$ cat config.mk
export PLATFORM = sky130hd
export DESIGN_NAME = rv32_fetch
export DESIGN_NICKNAME = d
export VERILOG_FILES = /design/src/rtl/rv32_fetch_pkg.sv /design/src/rtl/rv32_fetch_fifo.sv /design/src/rtl/rv32_fetch.sv
export SDC_FILE = /design/constraint.sdc
export NUM_CORES = 1
export LEC_CHECK = 0
export CAP_MARGIN = 20
export CORE_MARGIN = 4
export CORE_UTILIZATION = 51
export CTS_CLUSTER_DIAMETER = 50
export DETAILED_ROUTE_END_ITERATION = 10
export GPL_TIMING_DRIVEN = 0
export PLACE_DENSITY = 0.88
export SLEW_MARGIN = 0
export SYNTH_ARGS = -nofsm -noshare
export SYNTH_HDL_FRONTEND = slang
export SYNTH_SLANG_ARGS = --single-unit
$ cat constraint.sdc
create_clock -name clk -period 5.88 [get_ports clk]
set_input_delay 0.882 -clock clk [delete_from_list [all_inputs] [get_ports clk]]
set_output_delay 0.882 -clock clk [all_outputs]
set_load 0.02 [all_outputs]
$ cat src/rtl/rv32_fetch_pkg.sv
// rv32_fetch_pkg
// Shared RV32 types for the fetch stage and its instruction buffer.
//   rv_pc_cnt_t    : 32-bit program counter / byte address
//   rv32_instr_t   : 32-bit raw instruction word
//   RV32_NOP       : canonical NOP (addi x0, x0, 0), shown when nothing is valid
//   rv32_align_pc  : clears the two byte-offset bits of an address
package rv32_fetch_pkg;

    typedef logic [31:0] rv_pc_cnt_t;
    typedef logic [31:0] rv32_instr_t;

    localparam rv32_instr_t RV32_NOP = 32'h0000_0013;

    // Instruction fetches are always word aligned, so the low two bits are
    // forced to zero rather than trusted from whoever produced the address.
    function automatic rv_pc_cnt_t rv32_align_pc(input rv_pc_cnt_t addr);
        return addr & 32'hFFFF_FFFC;
    endfunction

endpackage

$ cat src/rtl/rv32_fetch_fifo.sv
// rv32_fetch_fifo
// Two-entry buffer of {pc, instr} pairs sitting between instruction memory
// and the decoder.
//   clk, rst        : clock, synchronous active-high reset
//   push_i          : write {push_pc_i, push_instr_i} at the tail
//   pop_i           : drop the head entry
//   flush_i         : discard every entry (takes priority over push/pop)
//   full_o, empty_o : occupancy flags
//   count_o         : number of stored entries (0..2)
//   head_pc_o       : pc of the oldest entry (undefined content when empty)
//   head_instr_o    : instruction of the oldest entry
module rv32_fetch_fifo
    import rv32_fetch_pkg::*;
(
    input  logic        clk,
    input  logic        rst,
    input  logic        push_i,
    input  logic        pop_i,
    input  logic        flush_i,
    input  logic [31:0] push_pc_i,
    input  logic [31:0] push_instr_i,
    output logic        full_o,
    output logic        empty_o,
    output logic [1:0]  count_o,
    output logic [31:0] head_pc_o,
    output logic [31:0] head_instr_o
);

    rv_pc_cnt_t  pcMem_q    [2];
    rv32_instr_t instrMem_q [2];
    logic        wrPtr_q;
    logic        rdPtr_q;
    logic [1:0]  count_q;

    logic        pushEn;
    logic        popEn;

    assign full_o  = (count_q == 2'd2);
    assign empty_o = (count_q == 2'd0);
    assign count_o = count_q;

    // A push into a full buffer is only legal when the head leaves in the
    // same cycle; in that case the slot being written is the one being freed.
    assign pushEn = push_i & (~full_o | pop_i);
    assign popEn  = pop_i & ~empty_o;

    assign head_pc_o    = pcMem_q[rdPtr_q];
    assign head_instr_o = instrMem_q[rdPtr_q];

    always_ff @(posedge clk) begin
        if (rst || flush_i) begin
            wrPtr_q <= 1'b0;
            rdPtr_q <= 1'b0;
            count_q <= 2'd0;
        end else begin
            if (pushEn) begin
                wrPtr_q <= ~wrPtr_q;
            end
            if (popEn) begin
                rdPtr_q <= ~rdPtr_q;
            end
            count_q <= count_q + {1'b0, pushEn} - {1'b0, popEn};
        end
    end

    // Storage needs no reset: entries are only observable through count_q.
    always_ff @(posedge clk) begin
        if (pushEn && !rst && !flush_i) begin
            pcMem_q[wrPtr_q]    <= push_pc_i;
            instrMem_q[wrPtr_q] <= push_instr_i;
        end
    end

endmodule

$ cat src/rtl/rv32_fetch.sv
// rv32_fetch
// RV32 instruction fetch stage: walks a word-aligned PC, issues reads to a
// single-cycle-latency instruction memory, buffers the responses and hands
// {instr, pc} to the decoder with a valid/ready handshake.
//   clk, rst                    : clock, synchronous active-high reset
//   fetch_en                    : fetching allowed while high
//   redirect_valid, redirect_pc : change of flow; flushes buffered/in-flight work
//   imem_req, imem_addr         : memory read strobe and word address
//   imem_rdata                  : read data, valid one cycle after imem_req
//   instr, pc, instr_valid      : instruction to the decoder (NOP/0 when idle)
//   instr_ready                 : decoder accepts instr this cycle
module rv32_fetch
    import rv32_fetch_pkg::*;
#(
    parameter rv_pc_cnt_t RESET_PC = 32'h0000_0000
)
(
    input  logic        clk,
    input  logic        rst,
    input  logic        fetch_en,
    input  logic        redirect_valid,
    input  rv_pc_cnt_t  redirect_pc,
    output logic        imem_req,
    output rv_pc_cnt_t  imem_addr,
    input  rv32_instr_t imem_rdata,
    output rv32_instr_t instr,
    output rv_pc_cnt_t  pc,
    output logic        instr_valid,
    input  logic        instr_ready
);

    typedef enum logic {
        IDLE = 1'b0,
        RUN  = 1'b1
    } fetch_state_t;

    fetch_state_t state_q;
    rv_pc_cnt_t   pc_q;
    rv_pc_cnt_t   pc_d;
    rv_pc_cnt_t   reqPc_q;
    logic         inflight_q;

    logic         fifoPush;
    logic         fifoFlush;
    logic         fifoFull;
    logic         fifoEmpty;
    logic [1:0]   fifoCount;
    rv_pc_cnt_t   fifoHeadPc;
    rv32_instr_t  fifoHeadInstr;

    logic         instrPop;
    logic [2:0]   occupancy;
    logic         roomForReq;

    assign instr_valid = ~fifoEmpty;
    assign instrPop    = instr_valid & instr_ready;
    assign instr       = instr_valid ? fifoHeadInstr : RV32_NOP;
    assign pc          = instr_valid ? fifoHeadPc    : '0;
    assign imem_addr   = pc_q;

    // Buffered entries plus the response arriving this cycle must still fit
    // in two slots after this cycle's pop, otherwise a new response could
    // land on a full buffer. A full buffer needs a pop and no arrival.
    assign occupancy  = {1'b0, fifoCount} + {2'b00, inflight_q};
    assign roomForReq = fifoFull ? (instrPop & ~inflight_q)
                                 : (occupancy < (3'd2 + {2'b00, instrPop}));

    // Kept combinational because the issue decision depends on this cycle's
    // decoder handshake; gating with fetch_en stops issue in the very cycle
    // fetching is withdrawn instead of one cycle later.
    assign imem_req = ~rst & (state_q == RUN) & fetch_en & ~redirect_valid & roomForReq;

    // inflight_q marks that imem_rdata carries our response this cycle; a
    // redirect makes that response stale, so it is simply not written.
    assign fifoPush  = inflight_q & ~redirect_valid & ~rst;
    assign fifoFlush = redirect_valid & ~rst;

    always_comb begin
        pc_d = pc_q;
        if (redirect_valid) begin
            pc_d = rv32_align_pc(redirect_pc);
        end else if (imem_req) begin
            pc_d = pc_q + 32'd4;
        end
    end

    always_ff @(posedge clk) begin
        if (rst) begin
            state_q    <= IDLE;
            pc_q       <= rv32_align_pc(RESET_PC);
            reqPc_q    <= '0;
            inflight_q <= 1'b0;
        end else begin
            case (state_q)
                IDLE:    if (fetch_en)  state_q <= RUN;
                RUN:     if (!fetch_en) state_q <= IDLE;
                default: state_q <= IDLE;
            endcase
            pc_q       <= pc_d;
            inflight_q <= imem_req;
            if (imem_req) begin
                reqPc_q <= pc_q;
            end
        end
    end

    rv32_fetch_fifo u_fifo (
        .clk          (clk),
        .rst          (rst),
        .push_i       (fifoPush),
        .pop_i        (instrPop),
        .flush_i      (fifoFlush),
        .push_pc_i    (reqPc_q),
        .push_instr_i (imem_rdata),
        .full_o       (fifoFull),
        .empty_o      (fifoEmpty),
        .count_o      (fifoCount),
        .head_pc_o    (fifoHeadPc),
        .head_instr_o (fifoHeadInstr)
    );

endmodule

After elaboration in Yosys (flattened, before gate mapping)
Memory sizes are Yosys's and may differ from the RTL's. A register that Yosys moved wholly into a read port is not among the register bits.
Cells that the tools add are included.
{"block": "op_classes", "bitwise": 19, "order_cmp": 1, "n_reduce_logical": 8, "eq_ne": 1, "n_mux": 12, "n_addsub": 5}
{"op": "two-way mux 32 bit", "count": 4}
{"op": "adder 32 x 3 -> 32 bit, second input constant", "count": 1}
{"op": "AND 1 bit", "count": 11}
{"op": "two-way mux 1 bit", "count": 8}
{"op": "inverter 1 bit", "count": 7}
{"op": "adder 2 x 1 -> 3 bit", "count": 1}
{"op": "adder 2 x 1 -> 3 bit, first input constant", "count": 1}
{"op": "less-than comparator 3 bit", "count": 1}
{"op": "adder 2 x 1 -> 2 bit", "count": 1}
{"op": "equality test 2 bit, second input constant", "count": 1}
{"op": "logical AND 1 bit", "count": 2}
{"op": "zero test 1 bit", "count": 2}
{"op": "zero test 2 bit", "count": 1}
{"op": "nonzero test 2 bit", "count": 1}
{"op": "OR reduction 2 bit", "count": 1}
{"op": "subtractor 2 x 1 -> 2 bit", "count": 1}
{"op": "logical OR 1 bit", "count": 1}
{"op": "OR 1 bit", "count": 1}
{"block": "word_totals", "register_bits": 70, "inputBits": 69, "out_inout_bits": 98, "mem_bits_rw": 128, "elab_cells": 56, "n_memories": 2}
{"name": "u_fifo.instrMem_q", "depth": 2, "width": 32, "rd": 1, "rd_ports_with_merged_regs": 1, "wr": 1, "line_no": "rv32_fetch_fifo.sv:30", "rtl": "rv32_instr_t instrMem_q [2];"}
{"name": "u_fifo.pcMem_q", "depth": 2, "width": 32, "rd": 1, "rd_ports_with_merged_regs": 1, "wr": 1, "line_no": "rv32_fetch_fifo.sv:29", "rtl": "rv_pc_cnt_t pcMem_q [2];"}

Logic depth before layout (Yosys ltp)
{"block": "depth", "ltp_word": 9, "mapped_depth": 10, "ltp_nobuf": 8}

Modules after synthesis
From an unflattened synthesis, not the netlist that was laid out.
{"block": "hier_totals", "hier_cells": 659, "area_unflattened_um2": 8484.4}
{"module": "rv32_fetch_fifo", "instances": 1, "area_per_inst_um2": 5166.2, "cells_each": 225, "seq_area_each_um2": 3943.8}
{"module": "rv32_fetch", "instances": 1, "area_per_inst_um2": 3318.2, "cells_each": 434, "seq_area_each_um2": 1241.2}

Worst setup path after synthesis
OpenSTA, ideal clock, no wires.
{"block": "synth_path", "path_type": "in2reg", "start": "input port redirect_valid", "end": "memory u_fifo.instrMem_q[0][0] (netlist bit), enable pin", "t_arrival_ns": 4.152, "path_slack_ns": 1.238, "required_ns": 5.390, "cell_stages": 4, "setup_ns": 0.490, "path_cell_list": "buf_2 nor2_1 o311a_1 nor2b_1"}
{"block": "synth_between", "elab_chain_len": 8}
{"element": "from (decl)", "line_no": "rv32_fetch.sv:21", "rtl": "input logic redirect_valid,"}
{"element": "inverter 1 bit", "line_no": "rv32_fetch.sv:75", "rtl": "assign fifoPush = inflight_q & ~redirect_valid & ~rst;"}
{"element": "AND 1 bit (2 in a row)", "line_no": "rv32_fetch.sv:75"}
{"element": "AND 1 bit", "line_no": "rv32_fetch_fifo.sv:44", "rtl": "assign pushEn = push_i & (~full_o | pop_i);"}
{"element": "logical AND 1 bit", "line_no": "rv32_fetch_fifo.sv:68", "rtl": "if (pushEn && !rst && !flush_i) begin"}
{"element": "logical AND 1 bit *", "line_no": "rv32_fetch_fifo.sv:68"}
{"element": "two-way mux 1 bit *", "line_no": "rv32_fetch_fifo.sv:68"}
{"element": "two-way mux 1 bit (implied by the code) *", "line_no": "rv32_fetch_fifo.sv:70", "rtl": "instrMem_q[wrPtr_q] <= push_instr_i;"}
{"element": "to (decl)", "line_no": "rv32_fetch_fifo.sv:30"}
Every way passes the cells marked *; elsewhere a longest branch is shown, timed or not.

Final worst setup path
{"block": "layout_path", "start": "input port rst", "end": "output port imem_req"}
{"block": "layout_between", "elab_chain_len": 5}
{"element": "from (decl)", "line_no": "rv32_fetch.sv:19", "rtl": "input logic rst,"}
{"element": "inverter 1 bit", "line_no": "rv32_fetch.sv:71", "rtl": "assign imem_req = ~rst & (state_q == RUN) & fetch_en & ~redirect_valid & roomForReq;"}
{"element": "AND 1 bit (4 in a row)", "line_no": "rv32_fetch.sv:71"}
{"element": "to (decl)", "line_no": "rv32_fetch.sv:23", "rtl": "output logic imem_req,"}
No other way between the ends.

==> results.cfg <==
[die]
start_util = 0.527
die_w_um = 131
ioPinCount = 167
die_area_um2 = 17200
fp.coreArea_um2 = 14700
die_y_um = 131
rows = 44

[synthesis]
synthFlopType = edfxtp_1
synth_area_per_cell_um2 = 11.6
netlist_instances = 665
synth_area_um2 = 7740
synth_warnings = 0
synth_edf_count = 124
synth_cell_types = 47
ys_ff_latch = 191
yosysSeqAreaShare = 0.654
async_flop_share = 0

[finish]
area_growth_pct = 31.9
final_nets = 922
drive_gt1_frac = 0.0569
post-route-util = 0.695
final_cell_mix = 159 x clkdlybuf4s50_1, 124 x edfxtp_1, 86 x nand2_1, 79 x nor2_1, 67 x dfxtp_1
antenna_cells = 0
mostFrequentLayoutCell = clkdlybuf4s50_1

[global_routing]
grt_use_total = 0.210
met3_usage = 0.0417
grt.overflow.total = 0
grt_max_degree = 63
grt-busiest-layer = met2
use_met2 = 0.339
use_met1 = 0.279
antenna_found_initial = 0
grt_pass1_vias = 5566
grt_pass1_wl_mm = 29.1

[setup_path]
path_common_cell = clkdlybuf4s50_1
worstReg2RegEnd = reqPc_q[22]
crit_path_end_kind = output pin
path_delay_family = buffers and inverters
crit_slowest_cell = clkdlybuf4s50_1
arrival_ns = 3.50
path_cells = clkdlybuf4s50_1, nand4bb_1, a21oi_1, o21ai_1, inv_2, buf_2, clkbuf_1, clkdlybuf4s50_1
rr_worst_depth = 8
r2r_slack_ns = 2.98
worst-setup-path-type = in -> out
startpoint = rst
r2r_start = u_fifo.count_o[0]
start_kind = input port
crit_buf_inv = 5
worst-path-max-fanout = 10
max_stage_delay_ns = 0.70
cp.required_ns = 5.00

[sta]
max_freq_ghz = 0.228
finalSetupViolCount = 0
tns_ns = 0
maxSlewViolCount = 0
rsz0062_at_grt = false
slew_headroom = 0.406
finalHoldViolations = 0
min_period_ns = 4.39
fin_skew_ns = 0.0160
finalCritPeriodShare = 0.746
worst_pin_slew_ns = 0.891

[clock_network]
clk_pin_slew_ns = 0.07
hold_buffers = 0
htreeDepth = 4
cts_tree = yes
numCtsBuffers = 17
root_buffer = clkbuf_16
cts_setup_buffers = 0
worst_skew_pair.late_latency_ns = 0.43
post_cts_resized = 0
clockBufferDepth = 2
cts.sinks = 191

[detailed_routing]
drc = 0
dr.pass1.iters = 5
detail_route.wl_per_cell_um = 17.6
routed_wl_mm = 18.3
drt_iter0_markers = 484
final_antenna_net_count = 0
via_per_inst = 5.53
vias = 5775

[power_and_ir_drop]
vdd_ir_drop_max_mv = 0.197
powerDensity_nw_per_um2 = 266
power_uw = 2720
leakage_uw = 0.00323

[hold_path]
min_to = u_fifo.pcMem_q[1][29]
hold_depth = 0
hold_path_class = reg -> reg
hold_start = reqPc_q[29]

[placed_design]
hpwl_mm = 12.6
io_buffers = 159
place.gp.congestion = 0.930

[flow_run]
drv_cap = 0

[status]
status = finished clean
## final cells by class
cell class | instances | area (um2)
Buffer | 44 | 189
Clock inverter | 14 | 130
Timing Repair Buffer | 161 | 1650
Multi-Input combinational cell | 421 | 2470
Inverter | 12 | 45.0
Sequential cell | 191 | 5060
Fill cell | 1001 | 4490
Tap cell | 184 | 230
Clock buffer | 18 | 439
## metal layers
metal | share of wire | wire [um] | vias up
li1 | - | - | 2750
met1 | 0.44 | 8060 | 2716
met2 | 0.48 | 8740 | 268
met3 | 0.061 | 1120 | 41
met4 | 0.024 | 433 | 0
met5 | 0 | 0 | -
## worst max-delay path by stage
stage / slack (ns) / cells after the start / end
after detailed placement: 1.56 / 8 / imem_req
after floorplan: 1.24 / 4 / u_fifo.instrMem_q[0][0]
after global routing: 1.34 / 8 / imem_req
final: 1.49 / 8 / imem_req
after global placement: -0.58 / 4 / u_fifo.instrMem_q[0][26]
after CTS: 1.53 / 8 / imem_req
## power breakdown
part           internal [uW]  total, uW  switching [uW]
Clock                    602       1100             503
Sequential              1430       1460            24.1
Combinational           81.8        155            73.6
Total                   2120       2720             600
## metrics by stage
step / cell area [um2] / setup WS [ns] / instances / hold slack, ns
finish: 10200 / 1.49 / 1045 / 0.458
detailed placement: 9640 / 1.56 / 1013 / 0.440
global route: 10200 / 1.34 / 1045 / 0.468
floorplan: 7750 / 1.24 / 668 / 0.425
CTS: 10200 / 1.53 / 1045 / 0.456
global placement: 9580 / -0.576 / 1011 / 0.432
## registers in the layout, summed over array words and instances, names as in the netlist, named ones only
register,flops
imem_addr,30
reqPc_q,30
u_fifo.count_o,2
u_fifo.rdPtr_q,1
u_fifo.wrPtr_q,1
u_fifo.instrMem_q,64
u_fifo.pcMem_q,60
inflight_q,1
state_q,1
## cells in the mapped netlist (3+ instances only)
cell / instances / area, um2
a211oi_1: 5 / 37.5
a21oi_1: 57 / 285
a31oi_1: 8 / 50.1
and2_1: 4 / 25.0
and3_1: 8 / 50.1
buf_1: 4 / 15.0
buf_2: 7 / 35.0
buf_4: 4 / 30.0
clkbuf_1: 29 / 109
dfxtp_1: 67 / 1340
edfxtp_1: 124 / 3720
ha_1: 5 / 62.6
inv_1: 10 / 37.5
mux2i_1: 63 / 631
nand2_1: 86 / 323
nand3_1: 9 / 45.0
nand4_1: 9 / 56.3
nor2_1: 79 / 297
nor2b_1: 7 / 43.8
nor3_1: 10 / 50.1
nor4_1: 7 / 43.8
o21a_1: 3 / 22.5
o21ai_0: 5 / 25.0
o21ai_1: 10 / 50.1
or3_1: 5 / 31.3
xnor2_1: 11 / 96.3
## cells by family (layout without fill, tap and decap cells)
| kind of cell | after synthesis | in the layout | synth area share |
|---|---|---|---|
| AND/OR/NAND/NOR | 233 | 233 | 0.133 |
| XOR/XNOR | 13 | 13 | 0.0147 |
| AO/OA/AOI/OAI | 102 | 102 | 0.0761 |
| buffers and inverters | 56 | 249 | 0.0302 |
| flip-flops | 191 | 191 | 0.654 |
| adder cells (fa/ha/maj) | 5 | 5 | 0.00808 |
| other | 1 | 4 | 0.000484 |
| multiplexers | 64 | 64 | 0.0829 |
Note: power is estimated with default switching activity, not from simulation.
